===== src/rtl/bka_pipe_adder.sv =====
// Streaming Brent-Kung adder/subtractor with valid/ready handshakes and a
// configurable number of internal register boundaries in front of the output register.
module bka_pipe_adder #(
  parameter int unsigned WIDTH = 19,
  parameter int unsigned PIPE  = 2
) (
  input  logic             clk,
  input  logic             rst_n,
  input  logic             in_valid,
  output logic             in_ready,
  input  logic [WIDTH-1:0] x,
  input  logic [WIDTH-1:0] y,
  input  logic             cin,
  input  logic             sub,
  output logic             out_valid,
  input  logic             out_ready,
  output logic [WIDTH-1:0] sum,
  output logic             cout,
  output logic             ovf
);

  localparam int unsigned LOGW = $clog2(WIDTH);
  localparam int unsigned NLEV = 2 * LOGW - 1;
  localparam int unsigned MID  = LOGW + (LOGW - 1) / 2;
  // Beat payload: {c0, bit p, group P, group G}
  localparam int unsigned PW   = 3 * WIDTH + 1;

  logic adv;
  assign adv      = ~out_valid | out_ready;
  assign in_ready = adv;

  logic [WIDTH-1:0] yp;
  logic [WIDTH-1:0] pg_p;
  logic [WIDTH-1:0] pg_g;
  logic             pg_c0;

  // Bit-level P/G; the carry-in is folded into position 0 so G alone yields every carry
  always_comb begin
    yp      = sub ? ~y : y;
    pg_c0   = sub | cin;
    pg_p    = x ^ yp;
    pg_g    = x & yp;
    pg_g[0] = pg_g[0] | (pg_p[0] & pg_c0);
  end

  for (genvar n = 0; n <= NLEV; n++) begin : bnd
    localparam int unsigned NREG = ((n == 0 && PIPE >= 2) ? 1 : 0)
                                 + ((n == LOGW && PIPE >= 1) ? 1 : 0)
                                 + ((n == MID && PIPE >= 3) ? 1 : 0);
    logic [PW-1:0] d0;
    logic [PW-1:0] dout;
    logic          v0;
    logic          vout;

    if (n == 0) begin : src
      assign d0 = {pg_c0, pg_p, pg_p, pg_g};
      assign v0 = in_valid;
    end else begin : lvl
      // Levels 0..LOGW-1 are the up-sweep, the rest the down-sweep with shrinking spans
      localparam int unsigned M    = n - 1;
      localparam bit          UP   = (M < LOGW);
      localparam int unsigned SPAN = UP ? (1 << M) : (1 << (2 * LOGW - 2 - M));
      logic [WIDTH-1:0] gl;
      logic [WIDTH-1:0] pl;
      logic [WIDTH-1:0] go;
      logic [WIDTH-1:0] po;
      assign gl = bnd[n-1].dout[WIDTH-1:0];
      assign pl = bnd[n-1].dout[2*WIDTH-1:WIDTH];
      for (genvar i = 0; i < WIDTH; i++) begin : node
        localparam bit HIT = UP ? (((i + 1) % (2 * SPAN)) == 0)
                                : ((((i + 1) % (2 * SPAN)) == SPAN) && (i >= 2 * SPAN));
        if (HIT) begin : op
          assign go[i] = gl[i] | (pl[i] & gl[i-SPAN]);
          assign po[i] = pl[i] & pl[i-SPAN];
        end else begin : thru
          assign go[i] = gl[i];
          assign po[i] = pl[i];
        end
      end
      assign d0 = {bnd[n-1].dout[PW-1:2*WIDTH], po, go};
      assign v0 = bnd[n-1].vout;
    end

    if (NREG == 0) begin : comb
      assign dout = d0;
      assign vout = v0;
    end else begin : stg
      logic [PW-1:0] r1;
      logic          v1;
      always_ff @(posedge clk or negedge rst_n) begin
        if (!rst_n)   v1 <= 1'b0;
        else if (adv) v1 <= v0;
      end
      always_ff @(posedge clk) begin
        if (adv) r1 <= d0;
      end
      if (NREG == 1) begin : one
        assign dout = r1;
        assign vout = v1;
      end else begin : two
        // Only tiny widths stack two boundaries at the same tree position
        logic [PW-1:0] r2;
        logic          v2;
        always_ff @(posedge clk or negedge rst_n) begin
          if (!rst_n)   v2 <= 1'b0;
          else if (adv) v2 <= v1;
        end
        always_ff @(posedge clk) begin
          if (adv) r2 <= r1;
        end
        assign dout = r2;
        assign vout = v2;
      end
    end
  end

  logic [PW-1:0]    fin;
  logic             fin_v;
  logic [WIDTH-1:0] fin_p;
  logic [WIDTH:0]   carry;
  logic             unused_gp;

  assign fin       = bnd[NLEV].dout;
  assign fin_v     = bnd[NLEV].vout;
  assign fin_p     = fin[3*WIDTH-1:2*WIDTH];
  assign carry     = {fin[WIDTH-1:0], fin[PW-1]};
  assign unused_gp = ^fin[2*WIDTH-1:WIDTH];

  // Output register; holds while the downstream stalls
  always_ff @(posedge clk or negedge rst_n) begin
    if (!rst_n) begin
      out_valid <= 1'b0;
      sum       <= '0;
      cout      <= 1'b0;
      ovf       <= 1'b0;
    end else if (adv) begin
      out_valid <= fin_v;
      sum       <= fin_p ^ carry[WIDTH-1:0];
      cout      <= carry[WIDTH];
      ovf       <= carry[WIDTH] ^ carry[WIDTH-1];
    end
  end

endmodule


===== config.mk =====
export PLATFORM = sky130hd
export DESIGN_NAME = bka_pipe_adder
export DESIGN_NICKNAME = d
export VERILOG_FILES = /design/src/rtl/bka_pipe_adder.sv
export SDC_FILE = /design/constraint.sdc
export NUM_CORES = 1
export LEC_CHECK = 0
export CAP_MARGIN = 10
export CORE_MARGIN = 2
export CORE_UTILIZATION = 53
export CTS_CLUSTER_SIZE = 24
export DETAILED_ROUTE_END_ITERATION = 16
export GPL_TIMING_DRIVEN = 0
export MAX_ROUTING_LAYER = met4
export PLACE_DENSITY = 0.76
export SYNTH_ARGS = -nofsm -noshare
export SYNTH_HDL_FRONTEND = slang
export SYNTH_SLANG_ARGS = --single-unit

===== constraint.sdc =====
create_clock -name clk -period 5.8 [get_ports clk]
set_input_delay 1.16 -clock clk [delete_from_list [all_inputs] [get_ports clk]]
set_output_delay 1.16 -clock clk [all_outputs]
set_load 0.1 [all_outputs]

; Yosys cells after proc, flatten, opt, wreduce, memory -nomap -nowiden
; Index checks and enable logic that the tools add are counted.
[word_totals]
reg_bits = 140
wordCells = 95
[classes]
muxes = 1
n_bitwise = 86
[op_table]
columns = cell, count
row1 = bitwise AND 1 bit, 47
row2 = XOR 19 bit, 2
row3 = OR 1 bit, 33
row4 = bitwise AND 19 bit, 1
row5 = two-way mux 19 bit, 1
row6 = NOT 19 bit, 1
row7 = NOT 1 bit, 1
row8 = XOR 1 bit, 1

; Longest topological paths before layout
; Gate-level depths: netlist of the first run.
[depth]
word_depth = 8
mapped_depth = 6
mapped_depth_nobuf = 6

; Least setup slack after synthesis of the first run
; Ideal clock, no wire load.
[synth_timing]
path_type = input port to output port
start = input port out_ready
end = output port in_ready
t_arrival_ns = 4.624
required_ns = 4.640
setup_slack_ns = 0.016
stages = 3
path_cell_list = nor2b_1 -> inv_1 -> clkbuf_1
[synth_between]
elab_chain_len = 1
[synth_rtl]
columns = element, line_no
row1 = from (decl), 16  ; input logic out_ready,
row2 = OR 1 bit, 29  ; assign adv = ~out_valid | out_ready;
row3 = to (decl), 10  ; output logic in_ready,
; Every way passes these cells.

; Worst setup path after layout of the first run
; Ends and elaborated chain as after synthesis.

==> flow_summary.json, run 1 <==
{
  "grt_pass1_vias": 2343,
  "cts.path.max_buffers": 2,
  "r2r_end": "bnd[5].dout[32]",
  "ctsRootBufferMaster": "clkbuf_8",
  "fillers": 545,
  "setup_viol": 0,
  "drtIter0Drc": 98,
  "drive_gt1_share_pct": 5.966,
  "grt_overflow_total": 0,
  "drcViolationCount": 0,
  "initial_core_util_pct": 54.70,
  "die-area_sq_um": 8705,
  "synthCells": 269,
  "die_w_um": 93.30,
  "clock-sinks": 107,
  "whs_ns": 0.4249,
  "ctsHtreeMaxLevel": 3,
  "cp-start-kind": "input pin",
  "clk_pin_slew_worst_paths_ns": 0.09,
  "antenna_found_initial": 0,
  "layout_common_cells": "edfxtp_1 (83), clkdlybuf4s50_1 (66), nand2_1 (46), ha_1 (28), xor2_1 (27)",
  "hold_depth": 0,
  "cts_tree": "yes",
  "grt_usage_pct": 17.19,
  "yosys.area.top_type": "edfxtp_1",
  "reg2reg_depth": 4,
  "synth_cell_types": 24,
  "final_common_cell": "edfxtp_1",
  "hold_viol_final": 0,
  "synthTopCellsByArea": "edfxtp_1 (59%), dfrtp_1 (14%), ha_1 (8.3%)",
  "dp_hpwl_mm": 4.598,
  "critical_path_peak_fanout": 44,
  "fmaxAchievable_ghz": 0.2059,
  "drtPass1Iterations": 4,
  "min_path_type": "reg2reg",
  "r2r_start": "out_valid",
  "power_density_nw_per_um2": 530.3,
  "final_util_pct": 67.58,
  "endpoint_kind": "output pin",
  "ys_warn_count": 0,
  "die-height_um": 93.30,
  "hp-start": "bnd[0].dout[18]",
  "worst_pin_slew_ns": 1.090,
  "maxCapViolCount": 0,
  "ys_seq_area_share_pct": 73.18,
  "detail-route-antenna-nets": 0,
  "p_leak_nw": 2.171,
  "grt_max_degree": 51,
  "slew_headroom_pct": 27.10,
  "wl_mm": 6.547,
  "fin_ws_ns": 0.9442,
  "rsz0062_at_grt": "no",
  "ys_seq_elements": 107,
  "dp_slack_ns": 0.9199,
  "run_status": "finished clean",
  "io_pins": 67,
  "rows": 32,
  "vias": 2284,
  "maxSlewViolCount": 0,
  "grt_pass1_wl_mm": 10.73,
  "crit_type": "in2out",
  "whs_endpoint": "bnd[5].dout[18]",
  "synth_area_sq_um": 4227,
  "r2r_slack_ns": 3.84,
  "vdd_ir_drop_max_uv": 185.9,
  "arrival_ns": 3.70,
  "postCtsHoldBufs": 0,
  "wire_per_inst_um": 14.42,
  "min_period_ns": 4.856,
  "final_nets": 419,
  "viasPerCell": 5.031,
  "p_total_mw": 2.770,
  "core_area_sq_um": 7727,
  "crit_required_ns": 4.64,
  "numCtsBuffers": 9,
  "finClkSkew_ns": 0.008794,
  "finalWeightedCongestion": 0.7726,
  "area_delta_synth_final_pct": 23.56,
  "syn-num-nets": 341,
  "postCtsSetupBuffers": 0,
  "cts-resized-gates": 0,
  "worstSkewPairLatency_ns": 0.36,
  "finalCritPeriodShare_pct": 83.72,
  "tns_ns": 0,
  "avgSynthCellArea_sq_um": 15.71,
  "num_antenna_cells": 0,
  "port_buffers": 66,
  "synth_top_area_share_pct": 58.97
}
[cells by family (layout without fill, tap and decap cells)]
kind of cell    Yosys count  after routing  share of synthesized area [%]
flops                   107            107                          73.18
fa+ha+maj                28             28                          8.289
buf+inv                   7             90                         0.6807
compound gates           32             32                          5.299
xor+xnor                 30             30                          6.217
simple gates             65             65                          6.336
[power by group]
group | internal, mW | total [mW] | switching (mW)
Clock | 0.196 | 0.426 | 0.230
Combinational | 0.290 | 1.11 | 0.823
Sequential | 1.12 | 1.23 | 0.110
[layout make-up]
class | instances | area [sq um] | area share, %
flip-flops and latches | 107 | 3093 | 59.22
multi-input cells | 155 | 1105 | 21.15
inverters | 1 | 3.754 | 0.07187
well taps | 102 | 127.6 | 2.444
clock buffers | 10 | 127.6 | 2.444
clock inverters | 6 | 56.30 | 1.078
repair buffers | 67 | 680.7 | 13.03
plain buffers | 6 | 28.78 | 0.5510
[sequential cells by signal, summed over array words and instances (netlist names)]
name	cells
bnd.dout	83
sum	19
bnd.stg.v1	2
cout	1
out_valid	1
ovf	1
[metal layers]
metal | routed length (um) | global-route usage (%)
met5 | 0 | -
met4 | 167 | 8.456
met3 | 284 | 3.948
met2 | 3228 | 28.48
met1 | 2866 | 19.84
[worst max-delay path, cell delays in order]
cell	delay [ns]
clkdlybuf4s50_1	0.46
nor2b_1	0.09
inv_1	0.18
clkbuf_4	0.54
clkdlybuf4s50_1	1.24
[through the flow]
| step | cells | instance area, sq um |
|---|---|---|
| floorplan | 269 | 4227 |
| global placement | 437 | 5015 |
| detailed placement | 438 | 5039 |
| CTS | 454 | 5223 |
| global route | 454 | 5223 |
| finish | 454 | 5223 |
[synthesized netlist by cell type, drive strengths merged]
| cell | count |
|---|---|
| or2 | 1 |
| edfxtp | 83 |
| o21ai | 10 |
| a41o | 1 |
| and2 | 4 |
| a21oi | 1 |
| nor2b | 1 |
| xnor2 | 3 |
| nor2 | 10 |
| buf | 2 |
| xor2 | 27 |
| nand2 | 46 |
| a31o | 4 |
| and3 | 2 |
| inv | 1 |
| clkbuf | 4 |
| nand2b | 1 |
| a221o | 1 |
| dfrtp | 24 |
| a21o | 15 |
| ha | 28 |
[worst max-delay path by stage]
stage / endpoint / slack (ns) / depth (start not counted) / from
2_1_floorplan: in_ready / 0.02 / 3 / out_ready
3_3_place_gp: in_ready / -2.21 / 5 / out_ready
3_5_place_dp: in_ready / 0.92 / 5 / out_ready
4_1_cts: in_ready / 0.91 / 5 / out_ready
5_1_grt: in_ready / 0.81 / 5 / out_ready
6_report: in_ready / 0.94 / 5 / out_ready
Note: power is estimated with default switching activity, not from simulation.
==> run 2: changes to the inputs <==
--- a/config.mk
+++ b/config.mk
@@ -7,12 +7,12 @@
 export LEC_CHECK = 0
 export CAP_MARGIN = 10
 export CORE_MARGIN = 2
-export CORE_UTILIZATION = 53
+export CORE_UTILIZATION = 48
 export CTS_CLUSTER_SIZE = 24
 export DETAILED_ROUTE_END_ITERATION = 16
 export GPL_TIMING_DRIVEN = 0
 export MAX_ROUTING_LAYER = met4
-export PLACE_DENSITY = 0.76
+export PLACE_DENSITY = 0.72
 export SYNTH_ARGS = -nofsm -noshare
 export SYNTH_HDL_FRONTEND = slang
 export SYNTH_SLANG_ARGS = --single-unit
==> constraint.sdc (replaced) <==
create_clock -name clk -period 4.15 [get_ports clk]
set_input_delay 0.83 -clock clk [delete_from_list [all_inputs] [get_ports clk]]
set_output_delay 0.83 -clock clk [all_outputs]
set_load 0.1 [all_outputs]
==> run 2 against run 1 <==
  * Clock skew rose by 0.0062 ns
  * Critical path depth grew 1
  * Largest power group unchanged
  * Critical path type unchanged
  * First-iteration DRC count fell by 22%
  * Total power is 41% higher
  * Global-route usage down 2.4 points
  * Critical endpoint unchanged
  * Final area is 0.62% higher
==> flow_summary.json, run 2 (synthesis results as in run 1) <==
{
  "finClkSkew_ns": 0.01504,
  "io_pins": 67,
  "min_path_type": "reg2reg",
  "vias": 2251,
  "die_w_um": 97.84,
  "crit_type": "in2out",
  "vdd_ir_drop_max_uv": 300.1,
  "grt_usage_pct": 14.79,
  "rsz0062_at_grt": "no",
  "min_period_ns": 3.735,
  "postCtsSetupBuffers": 0,
  "maxSlewViolCount": 0,
  "drtIter0Drc": 76,
  "core_area_sq_um": 8636,
  "worstSkewPairLatency_ns": 0.36,
  "cp-start-kind": "input pin",
  "fillers": 684,
  "detail-route-antenna-nets": 0,
  "drive_gt1_share_pct": 6.516,
  "final_nets": 420,
  "ctsRootBufferMaster": "clkbuf_8",
  "cts_tree": "yes",
  "crit_required_ns": 3.32,
  "worst_pin_slew_ns": 0.9993,
  "instances_no_fill": 461,
  "critical_path_peak_fanout": 56,
  "finalCritPeriodShare_pct": 89.99,
  "finalWeightedCongestion": 0.7253,
  "drtPass1Iterations": 4,
  "antenna_found_initial": 0,
  "place_inst": 444,
  "postCtsHoldBufs": 0,
  "drcViolationCount": 0,
  "cts.path.max_buffers": 2,
  "clock-sinks": 107,
  "initial_core_util_pct": 48.94,
  "ff_latch_area_sq_um": 3093,
  "run_status": "finished clean",
  "p_leak_nw": 2.179,
  "grt_max_degree": 57,
  "wire_per_inst_um": 13.67,
  "largest_reg_flops": 83,
  "reg2reg_depth": 4,
  "hold_viol_final": 0,
  "die-height_um": 97.84,
  "setup_viol": 0,
  "fmaxAchievable_ghz": 0.2678,
  "port_buffers": 66,
  "slew_headroom_pct": 33.17,
  "multi_input_area_sq_um": 1105,
  "clk_pin_slew_worst_paths_ns": 0.09,
  "ctsHtreeMaxLevel": 3,
  "area_delta_synth_final_pct": 24.33,
  "numCtsBuffers": 9,
  "grt_pass1_vias": 2220,
  "arrival_ns": 2.90,
  "die-area_sq_um": 9572,
  "num_antenna_cells": 0,
  "power_density_nw_per_um2": 740.6,
  "hold_depth": 0,
  "viasPerCell": 4.883,
  "endpoint_kind": "output pin",
  "grt_overflow_total": 0,
  "wl_mm": 6.302,
  "layout_common_cells": "edfxtp_1 (83), clkdlybuf4s50_1 (65), nand2_1 (46), ha_1 (28), xor2_1 (27)",
  "cts-resized-gates": 1,
  "final_common_cell": "edfxtp_1",
  "grt_pass1_wl_mm": 10.44,
  "p_total_mw": 3.892,
  "rows": 34,
  "dp_hpwl_mm": 4.507,
  "maxCapViolCount": 0
}
==> run 2: path summary, 6_finish.rpt <==
path	startpoint	endpoint	slack, ns
worst max-delay path	out_ready	in_ready	0.42
worst min register to register	bnd[0].dout[38]	bnd[5].dout[38]	0.43
worst max register to register	out_valid	bnd[0].dout[44]	2.26
worst min-delay path	bnd[0].dout[38]	bnd[5].dout[38]	0.43
min in group asynchronous	rst_n	sum[17]	0.81
max in group asynchronous	rst_n	bnd[5].stg.v1	2.82
==> run 2: worst max-delay path, cell delays in order <==
cell	delay, ns
clkdlybuf4s50_1	0.45
nor2b_1	0.08
inv_1	0.17
clkbuf_4	0.51
buf_16	0.31
clkbuf_2	0.51
==> run 2: final cells by class <==
class | instances | share of cell area [%]
sequential | 107 | 58.86
multi-input combinational | 155 | 21.02
timing repair buffer | 68 | 13.21
clock buffer | 12 | 2.762
tap | 108 | 2.571
clock inverter | 4 | 0.9524
buffer | 6 | 0.5476
inverter | 1 | 0.07143
==> run 2: per-stage QoR <==
step | hold WS [ns] | utilization (%) | setup WS [ns] | setup TNS [ns] | area, sq um
after global placement | 0.4004 | 58.17 | -1.217 | -1.217 | 5024
final | 0.4289 | 60.85 | 0.4154 | 0 | 5255
after global routing | 0.4416 | 60.85 | 0.2786 | 0 | 5255
after CTS | 0.4296 | 60.77 | 0.01496 | 0 | 5248
after detailed placement | 0.4088 | 58.52 | -0.2661 | -0.2661 | 5054
after floorplan | 0.4003 | - | 0.5559 | 0 | 4228
==> run 2: power by group <==
| part | switching (mW) | leakage [nW] | internal [mW] |
|---|---|---|---|
| clock network | 0.325 | 0.0946 | 0.296 |
| registers | 0.144 | 1.14 | 1.56 |
| logic | 1.15 | 0.941 | 0.409 |
==> run 2: per-layer routing <==
| metal | vias to the layer above | routed length, um | global-route usage [%] |
|---|---|---|---|
| met5 | - | 0 | - |
| met1 | 1068 | 2649 | 17.10 |
| li1 | 1121 | - | - |
| met2 | 53 | 3292 | 24.87 |
| met3 | 9 | 222 | 2.434 |
| met4 | 0 | 138 | 7.692 |
==> run 3: changes to the inputs <==
--- a/config.mk
+++ b/config.mk
@@ -11,6 +11,7 @@
 export CTS_CLUSTER_SIZE = 24
 export DETAILED_ROUTE_END_ITERATION = 16
 export GPL_TIMING_DRIVEN = 0
+export HOLD_SLACK_MARGIN = 0.15
 export MAX_ROUTING_LAYER = met4
 export PLACE_DENSITY = 0.72
 export SYNTH_ARGS = -nofsm -noshare
==> results of run 3 <==
No change in the layout: final DEF, timing and power equal those of run 2.
